File: config.mk
export PLATFORM = sky130hd
export DESIGN_NAME = water_sprite_gen_flat
export DESIGN_NICKNAME = d
export VERILOG_FILES = /design/src/rtl/water_pkg.sv /design/src/rtl/water_sprite_gen_if.sv /design/src/rtl/water_sprite_gen_anim_ctr.sv /design/src/rtl/water_sprite_gen.sv /design/src/flat_wrapper.sv
export SDC_FILE = /design/constraint.sdc
export NUM_CORES = 1
export LEC_CHECK = 0
export BUFFER_PORTS_ARGS = -buffer_cell sky130_fd_sc_hd__buf_4
export CAP_MARGIN = 0
export CORE_AREA = 2 2 87 89
export CTS_CLUSTER_DIAMETER = 100
export CTS_CLUSTER_SIZE = 24
export DETAILED_ROUTE_END_ITERATION = 10
export DIE_AREA = 0 0 89 91
export HOLD_SLACK_MARGIN = 0.15
export MAX_ROUTING_LAYER = met4
export PLACE_DENSITY_LB_ADDON = 0.3
export SYNTH_ARGS = -nofsm -noshare
export SYNTH_HDL_FRONTEND = slang
export SYNTH_SLANG_ARGS = --single-unit
export TNS_END_PERCENT = 10
File: constraint.sdc
create_clock -name clk -period 3.9 [get_ports clk]
set_input_delay 0.195 -clock clk [delete_from_list [all_inputs] [get_ports clk]]
set_output_delay 0.195 -clock clk [all_outputs]
set_load 0.05 [all_outputs]
File: src/rtl/water_pkg.sv
// rtl/water_pkg.sv - shared constants, types and palette for the water sprite generator
package water_pkg;

    localparam int COORD_W    = 11;
    localparam int SPR_W_LOG2 = 4;
    localparam int SPR_H_LOG2 = 4;
    localparam int ANIM_LOG2  = 2;
    localparam int ADDR_WIDTH = SPR_W_LOG2 + SPR_H_LOG2 + ANIM_LOG2;
    localparam int ANIM_DIV   = 8;

    localparam logic [11:0] PAL_LIGHT = 12'h4AF;
    localparam logic [11:0] PAL_MID   = 12'h07F;
    localparam logic [11:0] PAL_FOAM  = 12'hFFF;

    typedef logic [COORD_W-1:0] coord_t;
    typedef logic [11:0]        rgb_t;

    function automatic rgb_t palette(input logic [1:0] idx);
        rgb_t c;
        case (idx)
            2'b01:   c = PAL_LIGHT;
            2'b10:   c = PAL_MID;
            2'b11:   c = PAL_FOAM;
            default: c = 12'h000;
        endcase
        return c;
    endfunction

endpackage

File: src/rtl/water_sprite_gen_if.sv
// rtl/water_sprite_gen_if.sv - read port between the sprite generator and the 2-bit bitmap RAM
interface water_sprite_gen_if #(
    parameter int ADDR_WIDTH = 10
) ();
    logic [ADDR_WIDTH-1:0] addr_r;
    logic [1:0]            ram_dout;

    modport master (output addr_r, input ram_dout);
    modport slave  (input addr_r, output ram_dout);
endinterface

File: src/rtl/water_sprite_gen_anim_ctr.sv
// rtl/water_sprite_gen_anim_ctr.sv - frame divider and animation frame index
module water_anim_ctr #(
    parameter int ANIM_LOG2 = 2,
    parameter int ANIM_DIV  = 8
) (
    input  logic                 clk,
    input  logic                 rst_n,
    input  logic                 frame_tick,
    input  logic                 anim_en,
    output logic [ANIM_LOG2-1:0] anim_idx
);

    // Keep the divider at least one bit wide so ANIM_DIV=1 still elaborates.
    localparam int DIV_W = (ANIM_DIV > 1) ? $clog2(ANIM_DIV) : 1;
    localparam logic [DIV_W-1:0] DIV_LAST = DIV_W'(ANIM_DIV - 1);

    logic [DIV_W-1:0]     r_div_cnt;
    logic [ANIM_LOG2-1:0] r_anim_idx;

    always_ff @(posedge clk or negedge rst_n) begin
        if (!rst_n) begin
            r_div_cnt  <= '0;
            r_anim_idx <= '0;
        end else if (frame_tick && anim_en) begin
            if (r_div_cnt == DIV_LAST) begin
                r_div_cnt  <= '0;
                r_anim_idx <= r_anim_idx + 1'b1;
            end else begin
                r_div_cnt  <= r_div_cnt + 1'b1;
            end
        end
    end

    assign anim_idx = r_anim_idx;

endmodule

File: src/rtl/water_sprite_gen.sv
// rtl/water_sprite_gen.sv - pixel coordinate to bitmap address, bitmap index to RGB + enable
module water_sprite_gen
    import water_pkg::*;
#(
    parameter int COORD_W    = water_pkg::COORD_W,
    parameter int SPR_W_LOG2 = water_pkg::SPR_W_LOG2,
    parameter int SPR_H_LOG2 = water_pkg::SPR_H_LOG2,
    parameter int ANIM_LOG2  = water_pkg::ANIM_LOG2,
    parameter int ADDR_WIDTH = water_pkg::ADDR_WIDTH,
    parameter int ANIM_DIV   = water_pkg::ANIM_DIV
) (
    input  logic               clk,
    input  logic               rst_n,
    input  logic [COORD_W-1:0] x,
    input  logic [COORD_W-1:0] y,
    input  logic               frame_tick,
    input  logic               anim_en,
    input  logic [COORD_W-1:0] pos_x,
    input  logic [COORD_W-1:0] pos_y,
    water_sprite_gen_if.master bmp,
    output rgb_t               rgb,
    output logic               en
);

    generate
        if (ADDR_WIDTH != SPR_W_LOG2 + SPR_H_LOG2 + ANIM_LOG2) begin : g_bad_addr_width
            $error("ADDR_WIDTH must equal SPR_W_LOG2+SPR_H_LOG2+ANIM_LOG2");
        end
    endgenerate

    localparam logic [COORD_W:0] SPR_W = (COORD_W+1)'(1 << SPR_W_LOG2);
    localparam logic [COORD_W:0] SPR_H = (COORD_W+1)'(1 << SPR_H_LOG2);

    logic [COORD_W-1:0]    r_px, r_py;
    logic [ADDR_WIDTH-1:0] r_addr;
    logic                  r_hit_d1, r_hit_d2;
    rgb_t                  r_rgb;
    logic                  r_en;

    logic [ANIM_LOG2-1:0]  w_anim_idx;
    logic [COORD_W:0]      w_x_end, w_y_end;
    logic                  w_hit;
    logic [SPR_W_LOG2-1:0] w_dx;
    logic [SPR_H_LOG2-1:0] w_dy;
    logic                  w_en_next;

    water_anim_ctr #(
        .ANIM_LOG2 (ANIM_LOG2),
        .ANIM_DIV  (ANIM_DIV)
    ) u_anim_ctr (
        .clk        (clk),
        .rst_n      (rst_n),
        .frame_tick (frame_tick),
        .anim_en    (anim_en),
        .anim_idx   (w_anim_idx)
    );

    // Position is sampled once per frame so a mid-frame move cannot tear the sprite.
    always_ff @(posedge clk or negedge rst_n) begin
        if (!rst_n) begin
            r_px <= '0;
            r_py <= '0;
        end else if (frame_tick) begin
            r_px <= pos_x;
            r_py <= pos_y;
        end
    end

    // One extra bit on the far edge so a sprite at the right/bottom limit clips instead of wrapping.
    assign w_x_end = {1'b0, r_px} + SPR_W;
    assign w_y_end = {1'b0, r_py} + SPR_H;
    assign w_hit   = ({1'b0, x} >= {1'b0, r_px}) && ({1'b0, x} < w_x_end) &&
                     ({1'b0, y} >= {1'b0, r_py}) && ({1'b0, y} < w_y_end);

    // Only the low offset bits are needed; they equal the low bits of the full difference.
    assign w_dx = x[SPR_W_LOG2-1:0] - r_px[SPR_W_LOG2-1:0];
    assign w_dy = y[SPR_H_LOG2-1:0] - r_py[SPR_H_LOG2-1:0];

    always_ff @(posedge clk or negedge rst_n) begin
        if (!rst_n) begin
            r_addr   <= '0;
            r_hit_d1 <= 1'b0;
            r_hit_d2 <= 1'b0;
        end else begin
            r_addr   <= w_hit ? {w_anim_idx, w_dy, w_dx} : '0;
            r_hit_d1 <= w_hit;
            r_hit_d2 <= r_hit_d1;
        end
    end

    assign w_en_next = r_hit_d2 && (bmp.ram_dout != 2'b00);

    always_ff @(posedge clk or negedge rst_n) begin
        if (!rst_n) begin
            r_en  <= 1'b0;
            r_rgb <= '0;
        end else begin
            r_en  <= w_en_next;
            r_rgb <= w_en_next ? palette(bmp.ram_dout) : '0;
        end
    end

    assign bmp.addr_r = r_addr;
    assign rgb        = r_rgb;
    assign en         = r_en;

endmodule

File: src/flat_wrapper.sv
// flat-port wrapper written by rule: the top's interface ports become plain ports
module water_sprite_gen_flat import water_pkg::*;
#(
    parameter int COORD_W    = water_pkg::COORD_W,
    parameter int SPR_W_LOG2 = water_pkg::SPR_W_LOG2,
    parameter int SPR_H_LOG2 = water_pkg::SPR_H_LOG2,
    parameter int ANIM_LOG2  = water_pkg::ANIM_LOG2,
    parameter int ADDR_WIDTH = water_pkg::ADDR_WIDTH,
    parameter int ANIM_DIV   = water_pkg::ANIM_DIV
)
  (clk, rst_n, x, y, frame_tick, anim_en, pos_x, pos_y, rgb, en, bmp_addr_r, bmp_ram_dout);
  water_sprite_gen_if #(.ADDR_WIDTH(ADDR_WIDTH)) bmp_i ();
  input  logic clk;
  input  logic rst_n;
  input  logic [COORD_W-1:0] x;
  input  logic [COORD_W-1:0] y;
  input  logic frame_tick;
  input  logic anim_en;
  input  logic [COORD_W-1:0] pos_x;
  input  logic [COORD_W-1:0] pos_y;
  output rgb_t rgb;
  output logic en;
  output wire logic [$bits(bmp_i.addr_r)-1:0] bmp_addr_r;
  input wire logic [$bits(bmp_i.ram_dout)-1:0] bmp_ram_dout;
  assign bmp_addr_r = bmp_i.addr_r;
  assign bmp_i.ram_dout = bmp_ram_dout;
  water_sprite_gen #(.COORD_W(COORD_W), .SPR_W_LOG2(SPR_W_LOG2), .SPR_H_LOG2(SPR_H_LOG2), .ANIM_LOG2(ANIM_LOG2), .ADDR_WIDTH(ADDR_WIDTH), .ANIM_DIV(ANIM_DIV)) u_core (.clk(clk), .rst_n(rst_n), .x(x), .y(y), .frame_tick(frame_tick), .anim_en(anim_en), .pos_x(pos_x), .pos_y(pos_y), .bmp(bmp_i), .rgb(rgb), .en(en));
endmodule
After elaboration in Yosys (flattened, before gate mapping)
Index checks and enable logic that the tools add are counted.
W data, S select, Z words.
Word-level totals
  output and inout bits: 23
  logic and storage cells: 34
  register bits after elaboration: 52
  input port bits: 50
Cells by class
  order comparisons: 4
  multiplexer cells: 4
  equal/unequal tests: 4
  reduce and logical (&&, ||, !) cells: 7
  $add $sub $neg: 6
Operators by type and width (count)
  $pmux W12 S3: 1
  $add A11 B5 Y12 const B: 2
  $lt A11 B12 Y1: 2
  $ge A11 B11 Y1: 2
  $mux W12: 1
  $mux W10: 1
  $sub A4 B4 Y4: 2
  $logic_and A1 B1 Y1: 5
  $eq A2 B2 Y1 const B: 2
  $add A3 B1 Y3 const B: 1
  $eq A3 B3 Y1 const B: 1
  $mux W3: 1
  $add A2 B1 Y2 const B: 1
  $eq A2 B1 Y1 const B: 1
  $reduce_and A2 Y1: 1
  $reduce_bool A2 Y1: 1

Depth between registers and ports, before layout
  word-level depth: 6
  gate-level depth with buffers: 11
  depth with buffers taken out: 10

Cells and area by module
A second synthesis with hierarchy kept.
Second synthesis, totals
  cells, all modules: 280
  area, all modules: 2847.7 sq um
By module, submodules not included
  water_sprite_gen: cells each 263, sequential area each 975.9 sq um, area an instance 2607.5 sq um, times used 1
  water_anim_ctr: cells each 17, sequential area each 125.1 sq um, area an instance 240.2 sq um, times used 1

Least setup slack after synthesis
No wires, ideal clock.
  kind: reg-to-reg
  from: register u_core.r_py[6]
  to: register u_core.r_addr[2] (netlist: u_core.bmp.addr_r[2])
  arrival: 2.153 ns
  path buffers: 1
  slack: 1.667 ns
  clock period less this slack: 2.233 ns
  library setup time: 0.080 ns
  data required time: 3.820 ns
  stages on the path, launching flop included: 11
  cell sequence: dfrtp_1 > inv_2 > nor4_1 > nand2_1 > xnor2_1 > ha_1 > or3_1 > a2111oi_2 > o32ai_1 > buf_6 > nor3_2
Between the ends
  cells in the longest elaborated chain, start to end: 4
  elaborated cells between the ends (all ways): 6
  those cells by class: add/sub: 1; order compare: 2; mux: 1; reduce/logical: 2
Ends and longest elaborated chain
  from (decl): line water_sprite_gen.sv:34  | logic [COORD_W-1:0] r_px, r_py;
  from (signal assigned): line water_sprite_gen.sv:65  | r_py <= pos_y;
  $add A11 B5 Y12 / $ge A11 B11 Y1 (equally long branches): line water_sprite_gen.sv:71, water_sprite_gen.sv:73
  $lt A11 B12 Y1 / $logic_and A1 B1 Y1 (equally long branches): line water_sprite_gen.sv:73, water_sprite_gen.sv:72
  $logic_and A1 B1 Y1 *: line water_sprite_gen.sv:73  | ({1'b0, y} >= {1'b0, r_py}) && ({1'b0, y} < w_y_end);
  $mux W10 *: line water_sprite_gen.sv:85  | r_addr <= w_hit ? {w_anim_idx, w_dy, w_dx} : '0;
  to (signal assigned): line water_sprite_gen.sv:85
  to (decl): line water_sprite_gen.sv:35  | logic [ADDR_WIDTH-1:0] r_addr;
Every way passes the cells marked *; elsewhere a longest branch is shown, timed or not.
A chain may end at the register's enable or synchronous reset.

Worst setup path in the final report
  from: register u_core.r_px[4]
  to: register u_core.r_addr[7] (netlist: u_core.bmp.addr_r[7])
Between the ends
  cells in the longest elaborated chain, start to end: 6
  elaborated cells between the ends (all ways): 7
  those cells by class: add/sub: 1; order compare: 2; mux: 1; reduce/logical: 3
Ends and longest elaborated chain
  from (decl): line water_sprite_gen.sv:34
  from (signal assigned): line water_sprite_gen.sv:64  | r_px <= pos_x;
  $add A11 B5 Y12: line water_sprite_gen.sv:70  | assign w_x_end = {1'b0, r_px} + SPR_W;
  $lt A11 B12 Y1: line water_sprite_gen.sv:72  | assign w_hit = ({1'b0, x} >= {1'b0, r_px}) && ({1'b0, x} < w_x_end) &&
  $logic_and A1 B1 Y1 * (2 in a row): line water_sprite_gen.sv:72
  $logic_and A1 B1 Y1 *: line water_sprite_gen.sv:73
  $mux W10 *: line water_sprite_gen.sv:85
Marks and branches as above.

==> results by group <==
Floorplan
  – Die Y: 91 um
  – Die X: 89 um
  – Num rows: 31
  – Starting Density: 38.66%
  – Core area: 7137 um^2
  – DIE AREA: 8099 um^2
  – # IOs: 73

Clocking
  – Worst-path clk slew: 90 ps
  – PostCTS Resize Cnt: 0
  – # Post-CTS Setup Buffers: 0
  – CTS tree: yes
  – CTS buffer count: 5
  – Longest Clk Path Bufs: 2
  – Root buf cell: clkbuf_8
  – Htree depth: 2
  – Worst skew pair latency: 300 ps
  – CTS Sinks: 44

Logic synthesis
  – Ys async rst share: 100.0%
  – Cell Area, Synth: 2759 um^2
  – Share of the synthesized area in the top cell type: 39.91%
  – Post-Syn Nets: 372
  – Synth unique cells: 36
  – Synth top cells by count: dfrtp_1 (44), ha_1 (40), inv_1 (30), nand2_1 (27), o21ai_0 (25)
  – Number of flops mapped to enable cells by yosys: 0
  – Main flop type after synthesis: dfrtp_1
  – Syn Inst Count: 280
  – Cell with the most instances after synthesis: dfrtp_1
  – YS warnings: 0
  – Sequential cell area fraction in the yosys report: 39.91%
  – Largest cells by area after synthesis: dfrtp_1 (40%), ha_1 (18%), xnor2_1 (4.8%)
  – Syn Area/Cell: 9.853 um^2
  – Synthesis-stage register bit count: 44
  – Top cell type by total area after synthesis: dfrtp_1

Pwr
  – Peak supply drop: 174.2 uV
  – Leak Pwr: 1.858 nW
  – Final Power: 1.444 mW
  – Pwr per Cell Area: 387.8 nW/um^2

Drt
  – Avg WL per Cell: 13.10 um
  – DRT Pass-1 Iters: 4
  – Drt via density: 4.953
  – Total number of vias: 2323
  – Remaining routing DRC violations: 0
  – Initial DRC count: 103
  – DRT Wirelength: 6144 um
  – ANT nets after route: 0

Critical path
  – WP data required: 4110 ps
  – Critical Path Source Type: flip-flop
  – Critical R2R Launch: u_core.r_px[4]$_DFFE_PN0P_
  – CP max FO: 11
  – CP startpoint: u_core.r_px[4]$_DFFE_PN0P_
  – Max incr delay on CP: 480 ps
  – Nature of the critical path endpoint: flip-flop
  – Crit-path slowest cell: nor4_1
  – Most frequent CP cell: ha_1
  – Crit-path cells: ha_1 > and3_1 > nand3_1 > xnor2_1 > ha_1 > a21oi_1 > nand2_1 > nor4_1 > o32ai_2 > nor4b_2
  – R2r worst-path depth: 10
  – Crit Path Class: flip-flop to flip-flop
  – CP arrival: 3030 ps

Status
  – Outcome: completed

STA
  – Min cycle time layout: 2821 ps
  – Period utilization: 72.33%
  – Max Fclk: 354.5 MHz
  – Final-report setup violation count: 0
  – Setup TNS: 0 ps
  – Slew Viols, Final: 0
  – Slew HR: 42.59%
  – Final Hold Fails: 0
  – Least-Margin Pin Slew: 861.2 ps
  – Worst clock skew: 12.00 ps
  – RSZ-0062 raised after global routing: false

Placement
  – Detail Placement HPWL: 4597 um
  – # port buffers: 72
  – Placer Congestion: 0.8764

Flow run
  – Max_cap viols: 0

Worst hold path
  – Hold WC Path Type: input port to flip-flop
  – Hold_sp: anim_en
  – Worst hold stages: 3

Finish
  – Area growth syn-to-layout: 34.92%
  – Layout cells sized above 1: 24.32%
  – Diode count: 0
  – # fillers: 717
  – Final Net Count: 462

GRT
  – Vias in the first global route: 2293
  – Largest net degree at the start of global routing: 46
  – Antenna violations before repair: 0
  – Grt ovf: 0
  – Total GRT Usage: 16.13%
  – First-pass GRT wire length: 10030 um
## timing repair
action | 4_1_cts | 5_1_grt
endpoints found under the hold margin | 70 | 0
hold buffers | 26 | 0
setup endpoints to repair | 0 | 0
## layout by cell type (no fill, tap or decap), types with 2 or more instances in the layout
cell / instances
buf_4: 72
dfrtp_1: 44
ha_1: 40
inv_1: 30
nand2_1: 27
dlygate4sd3_1: 26
o21ai_0: 25
xnor2_1: 15
nor3_1: 9
a21oi_1: 9
nor2_1: 8
nand3_1: 7
and3_1: 6
nand4_1: 5
clkbuf_8: 5
a211oi_1: 4
a21o_1: 4
mux2_2: 4
nor4_1: 3
nor3_2: 3
nand3b_1: 2
o311ai_0: 2
o21a_1: 2
and2_1: 2
fa_1: 2
bufinv_16: 2
## report_power, final
part / switching [mW] / internal [mW] / leakage (nW)
Combinational: 0.270 / 0.206 / 1.23
Clock: 0.162 / 0.252 / 0.0642
Sequential: 0.0376 / 0.516 / 0.561
Total: 0.469 / 0.974 / 1.86
## worst paths after layout
| kind | endpoint | slack, ps |
|---|---|---|
| hold / removal | u_core.u_anim_ctr.anim_idx[0]$_DFFE_PN0P_ | 200 |
| max in group asynchronous | u_core.bmp.addr_r[1]$_DFF_PN0_ | 3090 |
| setup / recovery | u_core.bmp.addr_r[7]$_DFF_PN0_ | 1080 |
| hold reg to reg | u_core.r_hit_d2$_DFF_PN0_ | 360 |
| min in group asynchronous | u_core.r_py[4]$_DFFE_PN0P_ | 430 |
| setup reg to reg | u_core.bmp.addr_r[7]$_DFF_PN0_ | 1080 |
## cell type report
type	instances	area, um^2	share of cell area, %
repair buffers	98	800.8	21.51
clock inverters	2	60.06	1.613
well taps	99	123.9	3.328
flip-flops and latches	44	1101	29.58
inverters	31	116.4	3.126
multi-input cells	190	1451	38.99
clock buffers	5	68.82	1.849
## cells by family (layout without fill, tap and decap cells)
| kind of cell | after synthesis | in the layout | share of synthesized area [%] |
|---|---|---|---|
| flip-flops | 44 | 44 | 39.91 |
| AND/OR/NAND/NOR | 76 | 76 | 14.33 |
| adder cells (fa/ha/maj) | 42 | 42 | 19.59 |
| multiplexers | 4 | 4 | 1.633 |
| AO/OA/AOI/OAI | 53 | 53 | 12.02 |
| buffers and inverters | 46 | 136 | 7.755 |
| XOR/XNOR | 15 | 15 | 4.762 |
## routing by layer
metal  GRT usage (%)  share of wire (%)  up-vias  wire (um)
met2           26.87                 50       48       3053
met4           4.851               0.85        0         52
met1           19.85                 46     1123       2846
met5               -                  0        -          0
li1                -                  -     1146          -
met3           2.818                3.1        6        192
## per-stage QoR
step	instances	utilization (%)	setup WS, ps	hold WS (ps)	cell area (um^2)
2_1_floorplan	280	-	1667	-100.6	2759
3_3_place_gp	436	46.70	1162	233.6	3333
3_5_place_dp	436	46.70	1104	234.0	3333
4_1_cts	469	52.16	1087	192.6	3722
5_1_grt	469	52.16	902.6	212.3	3722
6_report	469	52.16	1079	199.4	3722
## worst max-delay path, delay by kind of cell, from the launching register on
| kind | cells | cell delay [ps] |
|---|---|---|
| and+or+nand+nor | 5 | 1190 |
| xor gates and xnor gates | 1 | 120 |
| AOI/OAI and AO/OA | 2 | 490 |
| DFF | 1 | 420 |
| adders and majority gates | 2 | 500 |
## flip-flops by register name (all words and copies together) (netlist names)
register / cells
u_core.bmp.addr_r: 10
u_core.en: 1
u_core.r_hit_d1: 1
u_core.r_hit_d2: 1
u_core.r_px: 11
u_core.r_py: 11
u_core.rgb: 4
u_core.u_anim_ctr.anim_idx: 2
u_core.u_anim_ctr.r_div_cnt: 3
Note: power is estimated with default switching activity, not from simulation.
